[config.mk]
export PLATFORM = sky130hd
export DESIGN_NAME = load_store_unit_flat
export DESIGN_NICKNAME = d
export VERILOG_FILES = /design/src/rtl/load_store_unit_if.sv /design/src/rtl/load_store_unit.sv /design/src/flat_wrapper.sv
export SDC_FILE = /design/constraint.sdc
export NUM_CORES = 1
export LEC_CHECK = 0
export ABC_AREA = 1
export BUFFER_PORTS_ARGS = -buffer_cell sky130_fd_sc_hd__buf_2
export CAP_MARGIN = 20
export CORE_MARGIN = 2
export CORE_UTILIZATION = 40
export CTS_BUF_LIST = sky130_fd_sc_hd__clkbuf_4 sky130_fd_sc_hd__clkbuf_8 sky130_fd_sc_hd__clkbuf_16
export DETAILED_ROUTE_END_ITERATION = 12
export HOLD_SLACK_MARGIN = 0.02
export PLACE_DENSITY = 0.67
export SYNTH_ARGS = -nofsm -noshare
export SYNTH_HDL_FRONTEND = slang
export SYNTH_SLANG_ARGS = --single-unit
[constraint.sdc]
create_clock -name clk -period 4.9 [get_ports clk]
set_input_delay 0.49 -clock clk [delete_from_list [all_inputs] [get_ports clk]]
set_output_delay 0.49 -clock clk [all_outputs]
set_load 0.005 [all_outputs]
[src/rtl/load_store_unit_if.sv]
// Memory-side bus of the load/store unit.
// The master drives the address, data, lane selects and strobes; the slave returns read data and ack.
interface load_store_unit_if;
  logic [31:0] bus_addr;
  logic [31:0] bus_wdata;
  logic [3:0]  bus_sel;
  logic        bus_ren;
  logic        bus_wen;
  logic [31:0] bus_rdata;
  logic        bus_ack;

  modport master (
    output bus_addr, bus_wdata, bus_sel, bus_ren, bus_wen,
    input  bus_rdata, bus_ack
  );

  modport slave (
    input  bus_addr, bus_wdata, bus_sel, bus_ren, bus_wen,
    output bus_rdata, bus_ack
  );
endinterface

[src/rtl/load_store_unit.sv]
// Load/store unit: takes one execute-stage memory op, runs it on a simple ack bus with a WAIT timeout,
// and reports it with a one-cycle done pulse carrying err, the load write-back and its extended data.
module load_store_unit #(
  parameter int TIMEOUT = 255
) (
  input  logic        clk,
  input  logic        rst,
  input  logic        ex_valid,
  input  logic [6:0]  opcode,
  input  logic [2:0]  funct3,
  input  logic [31:0] alu_result,
  input  logic [31:0] reg2,
  input  logic [4:0]  rd,
  load_store_unit_if.master bus,
  output logic        stall,
  output logic        done,
  output logic        err,
  output logic        load_we,
  output logic [4:0]  load_rd,
  output logic [31:0] load_data
);

  localparam logic [6:0] OP_LOAD  = 7'b0000011;
  localparam logic [6:0] OP_STORE = 7'b0100011;
  localparam int         CW       = (TIMEOUT > 1) ? $clog2(TIMEOUT) : 1;

  typedef enum logic [1:0] {IDLE, WAIT, DONE} state_t;

  state_t      state, next_state;
  logic [CW-1:0] count;
  logic [1:0]  addr_lo;
  logic [2:0]  funct3_q;
  logic        err_q, we_q;
  logic [31:0] addr_q, wdata_q;
  logic [3:0]  sel_q;
  logic        ren_q, wen_q;

  logic        is_load, is_store, accept, legal, misaligned, access_ok, timeout_hit;
  logic [3:0]  sel_next;
  logic [31:0] wdata_next, lane, load_ext;

  assign is_load     = (opcode == OP_LOAD);
  assign is_store    = (opcode == OP_STORE);
  // Reset must pull stall low at once even though it is combinational from the inputs.
  assign accept      = ex_valid && (is_load || is_store) && !rst;
  assign misaligned  = ((funct3[1:0] == 2'b01) && alu_result[0]) ||
                       ((funct3[1:0] == 2'b10) && (alu_result[1:0] != 2'b00));
  assign access_ok   = legal && !misaligned;
  assign timeout_hit = (count == CW'(TIMEOUT - 1));

  assign bus.bus_addr  = addr_q;
  assign bus.bus_wdata = wdata_q;
  assign bus.bus_sel   = sel_q;
  assign bus.bus_ren   = ren_q;
  assign bus.bus_wen   = wen_q;

  // NOTE: every always_comb output gets a default first so no path can infer a latch.
  always_comb begin
    legal      = 1'b0;
    sel_next   = 4'b1111;
    wdata_next = reg2;
    if (is_load) legal = funct3 inside {3'b000, 3'b001, 3'b010, 3'b100, 3'b101};
    else         legal = funct3 inside {3'b000, 3'b001, 3'b010};
    case (funct3[1:0])
      2'b00: begin
        sel_next   = 4'b0001 << alu_result[1:0];
        wdata_next = {4{reg2[7:0]}};
      end
      2'b01: begin
        sel_next   = 4'b0011 << {alu_result[1], 1'b0};
        wdata_next = {2{reg2[15:0]}};
      end
      default: begin
        sel_next   = 4'b1111;
        wdata_next = reg2;
      end
    endcase
  end

  always_comb begin
    lane     = bus.bus_rdata >> {addr_lo, 3'b000};
    load_ext = bus.bus_rdata;
    case (funct3_q)
      3'b000:  load_ext = {{24{lane[7]}}, lane[7:0]};
      3'b001:  load_ext = {{16{lane[15]}}, lane[15:0]};
      3'b100:  load_ext = {24'h0, lane[7:0]};
      3'b101:  load_ext = {16'h0, lane[15:0]};
      default: load_ext = bus.bus_rdata;
    endcase
  end

  // NOTE: sequential state uses non-blocking assignments so every register samples pre-edge values.
  always_ff @(posedge clk or posedge rst) begin
    if (rst) state <= IDLE;
    else     state <= next_state;
  end

  always_comb begin
    next_state = state;
    stall      = 1'b0;
    done       = 1'b0;
    err        = 1'b0;
    load_we    = 1'b0;
    case (state)
      IDLE: if (accept) begin
        stall      = 1'b1;
        next_state = access_ok ? WAIT : DONE;
      end
      WAIT: begin
        stall = 1'b1;
        if (bus.bus_ack || timeout_hit) next_state = DONE;
      end
      DONE: begin
        done       = 1'b1;
        err        = err_q;
        load_we    = we_q;
        next_state = IDLE;
      end
      default: next_state = IDLE;
    endcase
  end

  always_ff @(posedge clk or posedge rst) begin
    if (rst) begin
      count     <= '0;
      addr_lo   <= '0;
      funct3_q  <= '0;
      err_q     <= 1'b0;
      we_q      <= 1'b0;
      addr_q    <= '0;
      wdata_q   <= '0;
      sel_q     <= '0;
      ren_q     <= 1'b0;
      wen_q     <= 1'b0;
      load_rd   <= '0;
      load_data <= '0;
    end else begin
      case (state)
        IDLE: if (accept) begin
          count    <= '0;
          addr_lo  <= alu_result[1:0];
          funct3_q <= funct3;
          load_rd  <= rd;
          if (access_ok) begin
            addr_q  <= {alu_result[31:2], 2'b00};
            sel_q   <= sel_next;
            wdata_q <= wdata_next;
            ren_q   <= is_load;
            wen_q   <= is_store;
            err_q   <= 1'b0;
            we_q    <= is_load;
          end else begin
            err_q     <= 1'b1;
            we_q      <= 1'b0;
            load_data <= '0;
          end
        end
        WAIT: begin
          if (bus.bus_ack) begin
            ren_q <= 1'b0;
            wen_q <= 1'b0;
            if (we_q) load_data <= load_ext;
          end else if (timeout_hit) begin
            ren_q     <= 1'b0;
            wen_q     <= 1'b0;
            err_q     <= 1'b1;
            we_q      <= 1'b0;
            load_data <= '0;
          end else begin
            count <= count + 1'b1;
          end
        end
        default: ;
      endcase
    end
  end

endmodule

[src/flat_wrapper.sv]
// flat-port wrapper written by rule: the top's interface ports become plain ports
module load_store_unit_flat 
#(
  parameter int TIMEOUT = 255
)
  (clk, rst, ex_valid, opcode, funct3, alu_result, reg2, rd, stall, done, err, load_we, load_rd, load_data, bus_bus_addr, bus_bus_wdata, bus_bus_sel, bus_bus_ren, bus_bus_wen, bus_bus_rdata, bus_bus_ack);
  load_store_unit_if bus_i ();
  input  logic clk;
  input  logic rst;
  input  logic ex_valid;
  input  logic [6:0] opcode;
  input  logic [2:0] funct3;
  input  logic [31:0] alu_result;
  input  logic [31:0] reg2;
  input  logic [4:0] rd;
  output logic stall;
  output logic done;
  output logic err;
  output logic load_we;
  output logic [4:0] load_rd;
  output logic [31:0] load_data;
  output wire logic [$bits(bus_i.bus_addr)-1:0] bus_bus_addr;
  output wire logic [$bits(bus_i.bus_wdata)-1:0] bus_bus_wdata;
  output wire logic [$bits(bus_i.bus_sel)-1:0] bus_bus_sel;
  output wire logic [$bits(bus_i.bus_ren)-1:0] bus_bus_ren;
  output wire logic [$bits(bus_i.bus_wen)-1:0] bus_bus_wen;
  input wire logic [$bits(bus_i.bus_rdata)-1:0] bus_bus_rdata;
  input wire logic [$bits(bus_i.bus_ack)-1:0] bus_bus_ack;
  assign bus_bus_addr = bus_i.bus_addr;
  assign bus_bus_wdata = bus_i.bus_wdata;
  assign bus_bus_sel = bus_i.bus_sel;
  assign bus_bus_ren = bus_i.bus_ren;
  assign bus_bus_wen = bus_i.bus_wen;
  assign bus_i.bus_rdata = bus_bus_rdata;
  assign bus_i.bus_ack = bus_bus_ack;
  load_store_unit #(.TIMEOUT(TIMEOUT)) u_core (.clk(clk), .rst(rst), .ex_valid(ex_valid), .opcode(opcode), .funct3(funct3), .alu_result(alu_result), .reg2(reg2), .rd(rd), .bus(bus_i), .stall(stall), .done(done), .err(err), .load_we(load_we), .load_rd(load_rd), .load_data(load_data));
endmodule
=== Word-level counts from Yosys, hierarchy flattened ===
Cells that the tools add are included.

* Reduce and logical (&&, ||, !) cells: 25
* Equal/unequal tests: 23
* Shifts and indexed selects: 3
* $add $sub $neg: 1
* Multiplexer cells: 40

{| class="wikitable"
|+ Operators with widths
! kind !! count
|-
| 32-bit 2-to-1 mux || 5
|-
| 32-bit one-hot mux with 2 select lines || 2
|-
| 32-bit one-hot mux with 4 select lines || 1
|-
| 32-bit by 5-bit >> shifter with 16-bit output || 1
|-
| 8-bit 2-to-1 mux || 3
|-
| 1-bit 2-to-1 mux || 18
|-
| 8-bit one-hot mux with 2 select lines || 1
|-
| 3-bit == test, second input constant || 4
|-
| 4-bit AND reduction || 3
|-
| 1-bit one-hot mux with 2 select lines || 5
|-
| 8-bit by 1-bit adder with 8-bit output, second input constant || 1
|-
| 8-bit == test, second input constant || 1
|-
| 2-bit by 1-bit inequality test with 1-bit output, second input constant || 4
|-
| 4-bit one-hot mux with 2 select lines || 1
|-
| 7-bit by 2-bit == test with 1-bit output, second input constant || 1
|-
| 7-bit by 6-bit == test with 1-bit output, second input constant || 1
|-
| 3-bit by 1-bit == test with 1-bit output, second input constant || 2
|-
| 3-bit logical NOT || 2
|-
| 2-bit 2-to-1 mux || 3
|-
| 2-bit inequality test, second input constant || 3
|-
| 3-bit by 2-bit inequality test with 1-bit output, second input constant || 2
|-
| 1-bit logical AND || 5
|-
| 5-bit AND reduction || 1
|-
| 5-bit nonzero test || 1
|-
| 13 further kinds || 21
|}

* Input port bits: 115
* Output and inout bits: 111
* Logic and storage cells: 105
* Bits in registers: 122

=== Depth between registers and ports, before layout ===
Gate-level depths: netlist (run 1).

* Word-level depth: 8
* Depth in mapped cells: 13
* Gate-level depth less buffers: 12

=== Worst setup path before layout (run 1) ===
Ideal clock, no wire load.

* Path kind: in2reg
* Start point: in rst
* End point: reg u_core.load_data[6]
* Stages: 10
* Arrival: 3.062 ns
* Library setup time: 0.117 ns
* Path slack: 1.721 ns
* Data required time: 4.783 ns
* Buffers on the path: 2
* Path through: inv_2 nand2_1 nor2_1 nand3_2 buf_6 a21oi_4 nand3_4 buf_6 nand2_1 nand2_1

* Longest elaborated chain between the ends: 4

{| class="wikitable"
|+ RTL lines
! what !! RTL line !! text
|-
| from (decl) || flat_wrapper.sv:9 || <nowiki>input logic rst;</nowiki>
|-
| 1-bit logical NOT || load_store_unit.sv:45 || <nowiki>assign accept = ex_valid && (is_load || is_store) && !rst;</nowiki>
|-
| 1-bit logical AND || load_store_unit.sv:45 ||
|-
| 2-bit by 1-bit inequality test with 1-bit output (no line) || -- ||
|-
| 5-bit AND reduction (no line) || -- ||
|-
| to (signal assigned) || load_store_unit.sv:162 || <nowiki>if (we_q) load_data <= load_ext;</nowiki>
|-
| to (decl) || load_store_unit.sv:20 || <nowiki>output logic [31:0] load_data</nowiki>
|}

No other way between the ends.
A chain may end at the register's enable or synchronous reset.

=== Worst setup path after layout (run 1) ===
* Start point: reg u_core.funct3_q[1]
* End point: reg u_core.load_data[19]

* Longest elaborated chain between the ends: 5
* Elaborated cells between the ends (all ways): 8
* Classes of those cells: 3 x eq/ne; 4 x mux; 1 x reduce/logical

{| class="wikitable"
|+ RTL lines
! what !! RTL line !! text
|-
| from (decl) || load_store_unit.sv:32 || <nowiki>logic [2:0] funct3_q;</nowiki>
|-
| from (signal assigned) || load_store_unit.sv:142 || <nowiki>funct3_q <= funct3;</nowiki>
|-
| 3-bit == test (tied with other cells) || load_store_unit.sv:83 || <nowiki>case (funct3_q)</nowiki>
|-
| 32-bit one-hot mux with 4 select lines (*) || load_store_unit.sv:83 ||
|-
| 32-bit 2-to-1 mux (*) || load_store_unit.sv:162 ||
|-
| 32-bit 2-to-1 mux (*) || load_store_unit.sv:159 || <nowiki>if (bus.bus_ack) begin</nowiki>
|-
| 32-bit one-hot mux with 2 select lines (*) || load_store_unit.sv:138 || <nowiki>case (state)</nowiki>
|}

Mark *: on every way between the ends. The rest lies on a longest branch, timed or not. The select of a mux whose other input is x is not followed.

==> impl_metrics.py, run 1 <==
metrics = {
    "status": {
        "run_status": "completed",
    },
    "critical_path": {
        "worstSetupPathType": "flop to flop",
        "start_kind": "flop",
        "r2r_cells": 9,
        "crit_top_cell": "nand2_1",
        "worstPathMaxFanout": 27,
        "cpMaxStageDelayCell": "dfrtp_1",
        "endpoint_kind": "flop",
        "required_ns": 5.21,
        "path_cells": "clkinv_1 -> nand2_1 -> nor2_1 -> nand2_1 -> nand3_2 -> nand2_1 -> clkinv_1 -> nand2_1 -> nand2_1",
        "slowest_delay_ns": 0.94,
        "ff2ff_setup_slack_ns": 2.30,
        "arrival_ns": 2.91,
    },
    "die": {
        "fp.dieH_um": 128,
        "top_level_ports": 226,
        "core_um2": 15100,
        "fp.dieW_um": 128,
        "die_area_um2": 16300,
        "start_util_pct": 40.6,
        "fp-row-count": 45,
    },
    "clock_tree": {
        "clock_latency_ns": 0.42,
        "clkSinkCount": 122,
        "cts_tree": "built",
        "clk_path_buf_depth": 2,
        "root_buffer": "clkbuf_16",
        "clk_pin_slew_ns": 0.05,
        "cts_made_buffers": 17,
        "htreeDepth": 4,
        "ctsHoldBuffers": 0,
        "cts_setup_buffers": 0,
        "post_cts_resize_count": 0,
    },
    "yosys": {
        "synth.distinct_cells": 32,
        "postSynthRegisterBits": 122,
        "syn-cell-area_um2": 6130,
        "yosys-top-cells-area": "dfrtp_1 (50%), nand2_1 (22%), inv_1 (6.0%)",
        "seq_area_frac_synth_pct": 49.8,
        "yosys.area.top_type_share_pct": 49.8,
        "avgSynthCellArea_um2": 7.40,
        "synth_warnings": 0,
        "synth_edf_count": 0,
        "ys.flop_type": "dfrtp_1",
        "syn_inst": 829,
        "synthArstFlopShare_pct": 100,
        "yosys.area.top_type": "dfrtp_1",
    },
    "sta": {
        "setup_viol": 0,
        "tns_ns": 0,
        "tightestPinTransition_ns": 1.01,
        "max_freq_mhz": 384,
        "min_period_ns": 2.60,
        "fin_skew_ns": 0.00595,
        "drv_slew": 0,
        "rsz0062_at_grt": "no",
        "final_hold_viol_count": 0,
        "max_slew_margin_pct": 32.8,
        "fin_crit_sh_pct": 53.1,
    },
    "routing": {
        "wl_per_cell_um": 13.7,
        "wirelength_um": 17000,
        "drt_iter0_markers": 366,
        "antenna_left": 0,
        "drc": 0,
        "vias_per_cell": 4.76,
        "dr.pass1.iters": 4,
        "num_vias": 5903,
    },
    "global_routing": {
        "grt_pass1_vias": 5419,
        "antenna_found_initial": 0,
        "track_usage_pct": 21.3,
        "grt_max_degree": 73,
        "grt_pass1_wl_um": 27200,
        "overflow": 0,
    },
    "cells_and_area": {
        "multiInputGateArea_um2": 2460,
        "antenna_cells": 0,
        "mostFrequentLayoutCells": "nand2_1 (357), buf_2 (223), dfrtp_1 (122)",
        "fillers": 1572,
        "stdcell_area_um2": 7940,
        "final-seq-area_um2": 3050,
        "final_common_cell": "nand2_1",
        "stdcell_count": 1240,
        "nNetsFinal": 1156,
        "syn2layout_area_growth_pct": 29.4,
        "drive_gt1_share_pct": 26.3,
    },
    "power_and_ir_drop": {
        "p_per_area_nw_per_um2": 335,
        "vdd_drop_max_mv": 0.258,
        "leakage_uw": 0.00491,
    },
    "place": {
        "dp_hpwl_um": 12400,
        "portBuffers": 223,
        "routabilityCongestion": 0.854,
        "dp_cells": 1208,
        "place_area_um2": 7310,
    },
    "min_path": {
        "hold_depth": 3,
        "hold_path_class": "input pin to flop",
    },
    "flow_run": {
        "cap_violations": 0,
    },
}
## sequential cells by signal, indices dropped and copies added (netlist names)
name and flops:
u_core.count 8, u_core.err_q 1, u_core.funct3_q 3, u_core.bus.bus_wen 1, u_core.addr_lo 2, u_core.bus.bus_addr 30, u_core.load_rd 5, u_core.bus.bus_sel 4
u_core.we_q 1, u_core.load_data 32, u_core.state 2, u_core.bus.bus_wdata 32, u_core.bus.bus_ren 1
## synth_stat cells, types with 2 or more instances
library cell / count
nand4_1: 11
nand2_1: 357
buf_4: 4
clkbuf_1: 11
dfrtp_1: 122
a221oi_1: 6
nand2_2: 3
nor2_1: 29
xor2_1: 2
o21ai_1: 18
nor3_1: 6
a21oi_1: 36
o21ai_0: 34
inv_1: 98
ha_1: 2
buf_2: 17
inv_2: 5
nand3_2: 2
buf_6: 4
o211ai_1: 6
nor2_2: 3
o22ai_1: 7
clkinv_1: 7
nand3_1: 31
## kinds of logic after synthesis
| kind of cell | after synthesis | synth area share, % |
|---|---|---|
| adders and majority gates | 2 | 0.408 |
| muxes | 1 | 0.184 |
| buffers and inverters | 147 | 10.1 |
| other | 1 | 0.0612 |
| xor gates and xnor gates | 2 | 0.286 |
| DFF | 122 | 49.8 |
| AOI/OAI and AO/OA | 109 | 9.86 |
| and+or+nand+nor | 445 | 29.3 |
## layout make-up
type	count	area share [%]
Clock inverter	12	2.18
Clock buffer	20	5.72
Multi-Input combinational cell	561	31.0
Timing Repair Buffer	226	14.3
Inverter	111	5.31
Sequential cell	122	38.5
Tap cell	188	2.96
## metrics by stage
step           util [%]  power, uW  setup WS, ns  hold slack, ns
3_3_place_gp       48.4       1350          2.19           0.450
6_report           52.6       2660          2.30           0.266
5_1_grt            52.6       2770          2.03           0.259
4_1_cts            52.6       2680          2.33           0.251
3_5_place_dp       48.4       1350          2.10           0.454
2_1_floorplan         -       1240          1.72           0.465
## report_power, final
part / leakage [uW] / switching, uW / internal (uW)
Combinational: 0.00293 / 169 / 105
Clock: 0.000307 / 448 / 872
Sequential: 0.00167 / 26.8 / 1040
## routing by layer
layer / track usage, % / part of all wire [%] / vias to the layer above
met5: 0 / 0 / -
met4: 8.66 / 2.5 / 0
met3: 5.09 / 6.3 / 35
met2: 32.5 / 46 / 191
met1: 29.3 / 45 / 2682
li1: - / - / 2995
## worst paths after layout
path | start | to
max in group asynchronous | rst | u_core.bus.bus_addr[11]
setup / recovery | u_core.funct3_q[1] | u_core.load_data[19]
hold reg to reg | u_core.bus.bus_addr[11] | u_core.bus.bus_addr[11]
min in group asynchronous | rst | u_core.load_data[3]
setup reg to reg | u_core.funct3_q[1] | u_core.load_data[19]
hold / removal | rd[0] | u_core.load_rd[0]
## critical path, delay by kind of cell, from the launching register on
kind          cells  cell delay, ns
simple gates      7            0.93
flops             1            0.94
buf+inv           2            0.61
No activity file was read; power rests on OpenSTA's default activity.
==> run 2: changes to the inputs <==
- PLACE_DENSITY: 0.67 -> 0.7
- clock period: 4.9 -> 2.34 ns (I/O delays scaled with it)
==> run 2 against run 1 <==
Count of clock-buffer cells in the layout is 2 higher. Hold slack worse by 0.24 ns. Largest cell class unchanged. First-iteration DRC count is 5.5% higher. Fmax is 23% higher. Power is 110% higher.
==> impl_metrics.py, run 2 (synthesis gave the netlist of run 1 again) <==
metrics = {
    "cells_and_area": {
        "nNetsFinal": 1188,
        "mostFrequentLayoutCells": "nand2_1 (357), buf_2 (223), dfrtp_1 (122)",
        "drive_gt1_share_pct": 26.2,
        "final-seq-area_um2": 3050,
        "syn2layout_area_growth_pct": 34.3,
        "multiInputGateArea_um2": 2460,
        "stdcell_area_um2": 8240,
        "stdcell_count": 1270,
        "final_common_cell": "nand2_1",
        "utilization_pct": 54.6,
        "antenna_cells": 0,
        "fillers": 1456,
    },
    "sta": {
        "tightestPinTransition_ns": 1.02,
        "fin_skew_ns": 0.00937,
        "max_freq_mhz": 474,
        "fin_crit_sh_pct": 90.1,
        "max_slew_margin_pct": 32.2,
        "min_period_ns": 2.11,
        "final_hold_viol_count": 0,
        "setup_viol": 0,
        "drv_slew": 0,
        "tns_ns": 0,
        "worst_slack_ns": 0.232,
        "rsz0062_at_grt": "no",
    },
    "critical_path": {
        "endpoint_kind": "flop",
        "crit_start": "u_core.state[0]",
        "worstSetupPathType": "flop to flop",
        "start_kind": "flop",
        "timing.rr.start": "u_core.state[0]",
        "arrival_ns": 2.40,
        "required_ns": 2.64,
        "r2r_cells": 7,
        "worstPathMaxFanout": 72,
    },
    "place": {
        "place_area_um2": 7370,
        "dp_hpwl_um": 12800,
        "dp_cells": 1216,
        "routabilityCongestion": 0.900,
        "post-place-ws_ns": 0.256,
        "portBuffers": 223,
    },
    "clock_tree": {
        "ctsHoldBuffers": 24,
        "htreeDepth": 4,
        "cts_tree": "built",
        "clk_pin_slew_ns": 0.05,
        "clk_path_buf_depth": 2,
        "root_buffer": "clkbuf_16",
        "cts_setup_buffers": 0,
        "clkSinkCount": 122,
        "cts_made_buffers": 17,
        "post_cts_resize_count": 0,
        "clock_latency_ns": 0.42,
    },
    "status": {
        "run_status": "completed",
    },
    "global_routing": {
        "track_usage_pct": 22.7,
        "globalRouteMet3Util_pct": 6.26,
        "antenna_found_initial": 0,
        "overflow": 0,
        "gr-max-usage-layer": "met2",
        "grtUsageMet2_pct": 35.1,
        "grt_max_degree": 73,
        "grt_pass1_wl_um": 29200,
        "met1_usage_pct": 29.6,
        "grt_pass1_vias": 5916,
    },
    "routing": {
        "vias_per_cell": 4.86,
        "wirelength_um": 18100,
        "drt_iter0_markers": 386,
        "antenna_left": 0,
        "dr.pass1.iters": 5,
        "num_vias": 6174,
        "wl_per_cell_um": 14.3,
        "drc": 0,
    },
    "die": {
        "die_area_um2": 16300,
        "start_util_pct": 40.6,
        "core_um2": 15100,
        "fp.dieH_um": 128,
        "fp.dieW_um": 128,
        "fp-row-count": 45,
        "top_level_ports": 226,
    },
    "flow_run": {
        "cap_violations": 0,
    },
    "power_and_ir_drop": {
        "leakage_uw": 0.00505,
        "p_per_area_nw_per_um2": 686,
        "vdd_drop_max_mv": 0.513,
    },
    "min_path": {
        "min-delay-start": "alu_result[2]",
        "hold_depth": 3,
        "hold_path_class": "input pin to flop",
    },
}
[run 2: layout make-up]
class | count | share of cell area (%)
clock inverters | 8 | 1.73
multi-input cells | 561 | 29.9
clock buffers | 22 | 5.85
flip-flops and latches | 122 | 37.1
inverters | 111 | 5.15
repair buffers | 258 | 17.5
well taps | 188 | 2.86
[run 2: worst paths after layout]
| path | end | slack (ns) |
|---|---|---|
| max in group asynchronous | u_core.bus.bus_addr[2] | 0.96 |
| hold reg to reg | u_core.bus.bus_addr[3] | 0.46 |
| min in group asynchronous | u_core.load_rd[2] | 0.06 |
| setup reg to reg | u_core.bus.bus_wdata[14] | 0.23 |
| hold / removal | u_core.bus.bus_addr[2] | 0.03 |
| setup / recovery | u_core.bus.bus_wdata[14] | 0.23 |
[run 2: stage by stage]
step                hold slack (ns)  total power [uW]
detailed placement            0.438              2850
floorplan                     0.309              2610
global route                 0.0315              5890
finish                       0.0263              5650
global placement              0.430              2840
CTS                          0.0204              5690
[run 2: power by group]
group | leakage [uW] | internal, uW | switching, uW
Sequential | 0.00167 | 2170 | 43.4
Combinational | 0.00307 | 256 | 384
Clock | 0.000309 | 1870 | 925
[run 2: critical path, stage by stage, from the launching register on]
cell and delay, ns:
dfrtp_1 0.43, nor2_2 0.22, nand3_2 0.25, nor2_4 0.19, buf_4 0.54, nand2_1 0.12, o21ai_0 0.13, inv_1 0.07
[run 2: metal layers]
metal | vias up | wire, um
li1 | 3046 | -
met1 | 2837 | 7850
met2 | 243 | 8180
met3 | 48 | 1370
met4 | 0 | 722
met5 | - | 0
==> run 3: changes to the inputs <==
- GPL_TIMING_DRIVEN: unset -> 0
==> run 3 against run 2 <==
The flow now finishes with violations (negative hold slack). Fmax grew 7.4%. Setup slack gained 0.14 ns. Final cell count grew 3.1%. Count of clock-buffer cells in the layout shrank 5. First-iteration DRC count shrank 0.26%. Hold slack lost 0.096 ns. Critical endpoint is now u_core.load_data[7]. Largest power group unchanged.
==> impl_metrics.py, run 3 (synthesis gave the netlist of run 1 again) <==
metrics = {
    "routing": {
        "dr.pass1.iters": 5,
        "num_vias": 6244,
        "antenna_left": 0,
        "wl_per_cell_um": 14.6,
        "vias_per_cell": 4.77,
        "drc": 0,
        "wirelength_um": 19100,
        "drt_iter0_markers": 385,
    },
    "cells_and_area": {
        "final_common_cell": "nand2_1",
        "syn2layout_area_growth_pct": 39.6,
        "antenna_cells": 0,
        "nNetsFinal": 1225,
        "drive_gt1_share_pct": 26.9,
        "mostFrequentLayoutCells": "nand2_1 (357), buf_2 (240), dfrtp_1 (122)",
        "utilization_pct": 56.7,
        "stdcell_count": 1309,
    },
    "global_routing": {
        "grt_max_degree": 93,
        "antenna_found_initial": 0,
        "grt_pass1_vias": 6258,
        "track_usage_pct": 24.4,
        "grt_pass1_wl_um": 31000,
        "overflow": 0,
    },
    "critical_path": {
        "start_kind": "input pin",
        "path_cells": "buf_2 -> inv_6 -> buf_16 -> nand2_1 -> nor2_1 -> nand3_2 -> buf_6 -> a21oi_4 -> nand3_4 -> buf_6 -> nand2_1 -> nand2_1",
        "slowest_delay_ns": 0.35,
        "crit_top_cell": "nand2_1",
        "required_ns": 2.65,
        "worstSetupPathType": "input pin to flop",
        "cpMaxStageDelayCell": "buf_16",
        "arrival_ns": 2.28,
        "endpoint_kind": "flop",
        "worstPathMaxFanout": 92,
    },
    "clock_tree": {
        "root_buffer": "clkbuf_16",
        "post_cts_resize_count": 0,
        "cts_tree": "built",
        "clk_pin_slew_ns": 0.06,
        "cts_setup_buffers": 0,
        "clock_latency_ns": 0.43,
        "ctsHoldBuffers": 35,
        "cts_made_buffers": 17,
        "clk_path_buf_depth": 2,
        "htreeDepth": 4,
        "clkSinkCount": 122,
    },
    "sta": {
        "max_slew_margin_pct": 60.4,
        "tightestPinTransition_ns": 0.591,
        "tns_ns": 0,
        "drv_slew": 0,
        "hold_ws_ns": -0.0700,
        "fin_skew_ns": 0.00669,
        "rsz0062_at_grt": "no",
        "fin_crit_sh_pct": 83.9,
        "min_period_ns": 1.96,
        "final_hold_viol_count": 91,
        "setup_viol": 0,
        "max_freq_mhz": 509,
    },
    "die": {
        "die_area_um2": 16300,
        "start_util_pct": 40.6,
        "fp.dieH_um": 128,
        "fp-row-count": 45,
        "fp.dieW_um": 128,
        "top_level_ports": 226,
        "core_um2": 15100,
    },
    "power_and_ir_drop": {
        "p_per_area_nw_per_um2": 688,
        "p_clk_share_pct": 51.0,
        "pwr-share-comb_pct": 11.6,
        "leakage_uw": 0.00522,
        "vdd_drop_max_mv": 0.653,
        "p_sw_uw": 1440,
        "swShare_pct": 24.4,
        "finalPower_uw": 5890,
        "p_int_uw": 4450,
        "seq_power_share_pct": 37.4,
    },
    "place": {
        "portBuffers": 223,
        "routabilityCongestion": 0.914,
        "dp_hpwl_um": 13900,
        "dp_cells": 1242,
    },
    "status": {
        "violations": "negative hold slack",
        "run_status": "finished with violations",
    },
    "min_path": {
        "hold_path_class": "input pin to asynchronous set/reset pin",
    },
    "flow_run": {
        "cap_violations": 0,
    },
}
run 3: changes by cell type in the layout (fill, tap and decap cells not counted), sizes merged:
| cell | change |
|---|---|
| dlygate4sd3 | +9 |
| clkbuf | +6 |
| inv | +1 |
| bufinv | +2 |
| buf | +17 |
| clkinv | +4 |
run 3: final timing paths:
path	startpoint	end	slack [ns]	cells after the start
max	rst	u_core.load_data[7]	0.38	12
min	rst	u_core.load_rd[0]	-0.07	3
max reg2reg	u_core.count[0]	u_core.load_data[7]	0.41	12
min reg2reg	u_core.bus.bus_addr[14]	u_core.bus.bus_addr[14]	0.46	2
max in group asynchronous	rst	u_core.bus.bus_wdata[25]	1.60	5
min in group clk	alu_result[16]	u_core.bus.bus_addr[16]	0.04	3
run 3: through the flow:
step / cell area, um2 / worst slack, ns / hold slack (ns)
final: 8560 / 0.377 / -0.0700
after global routing: 8560 / 0.151 / -0.0282
after CTS: 8560 / 0.346 / -0.0491
after detailed placement: 7520 / -0.333 / 0.231
after global placement: 7490 / -0.521 / 0.430
after floorplan: 6140 / 0.229 / 0.309
run 3: layout make-up:
class / count / area, um2
Multi-Input combinational cell: 561 / 2460
Inverter: 111 / 424
Timing Repair Buffer: 259 / 1510
Clock buffer: 17 / 425
Sequential cell: 122 / 3050
Tap cell: 188 / 235
Fill cell: 1442 / 6530
Buffer: 36 / 201
Clock inverter: 15 / 246
run 3: routing by layer:
layer	global-route usage (%)	vias up	share of wire (%)
met4	8.66	0	2.5
met5	0	-	0
met3	6.76	34	6.9
met2	40.2	228	48
met1	30.9	2859	43
li1	-	3123	-
run 3: critical path: cells and delay by family:
kind / cells / cell delay, ns
compound gates: 1 / 0.29
simple gates: 6 / 0.82
buf+inv: 5 / 0.91
run 3: power groups by stage:
stage          combinational [uW]  sequential [uW]  clock [uW]
2_1_floorplan                 367             2240           0
3_3_place_gp                  612             2240           0
3_5_place_dp                  622             2240           0
4_1_cts                       681             2200        3030
5_1_grt                       772             2210        3130
6_report                      681             2200        3000
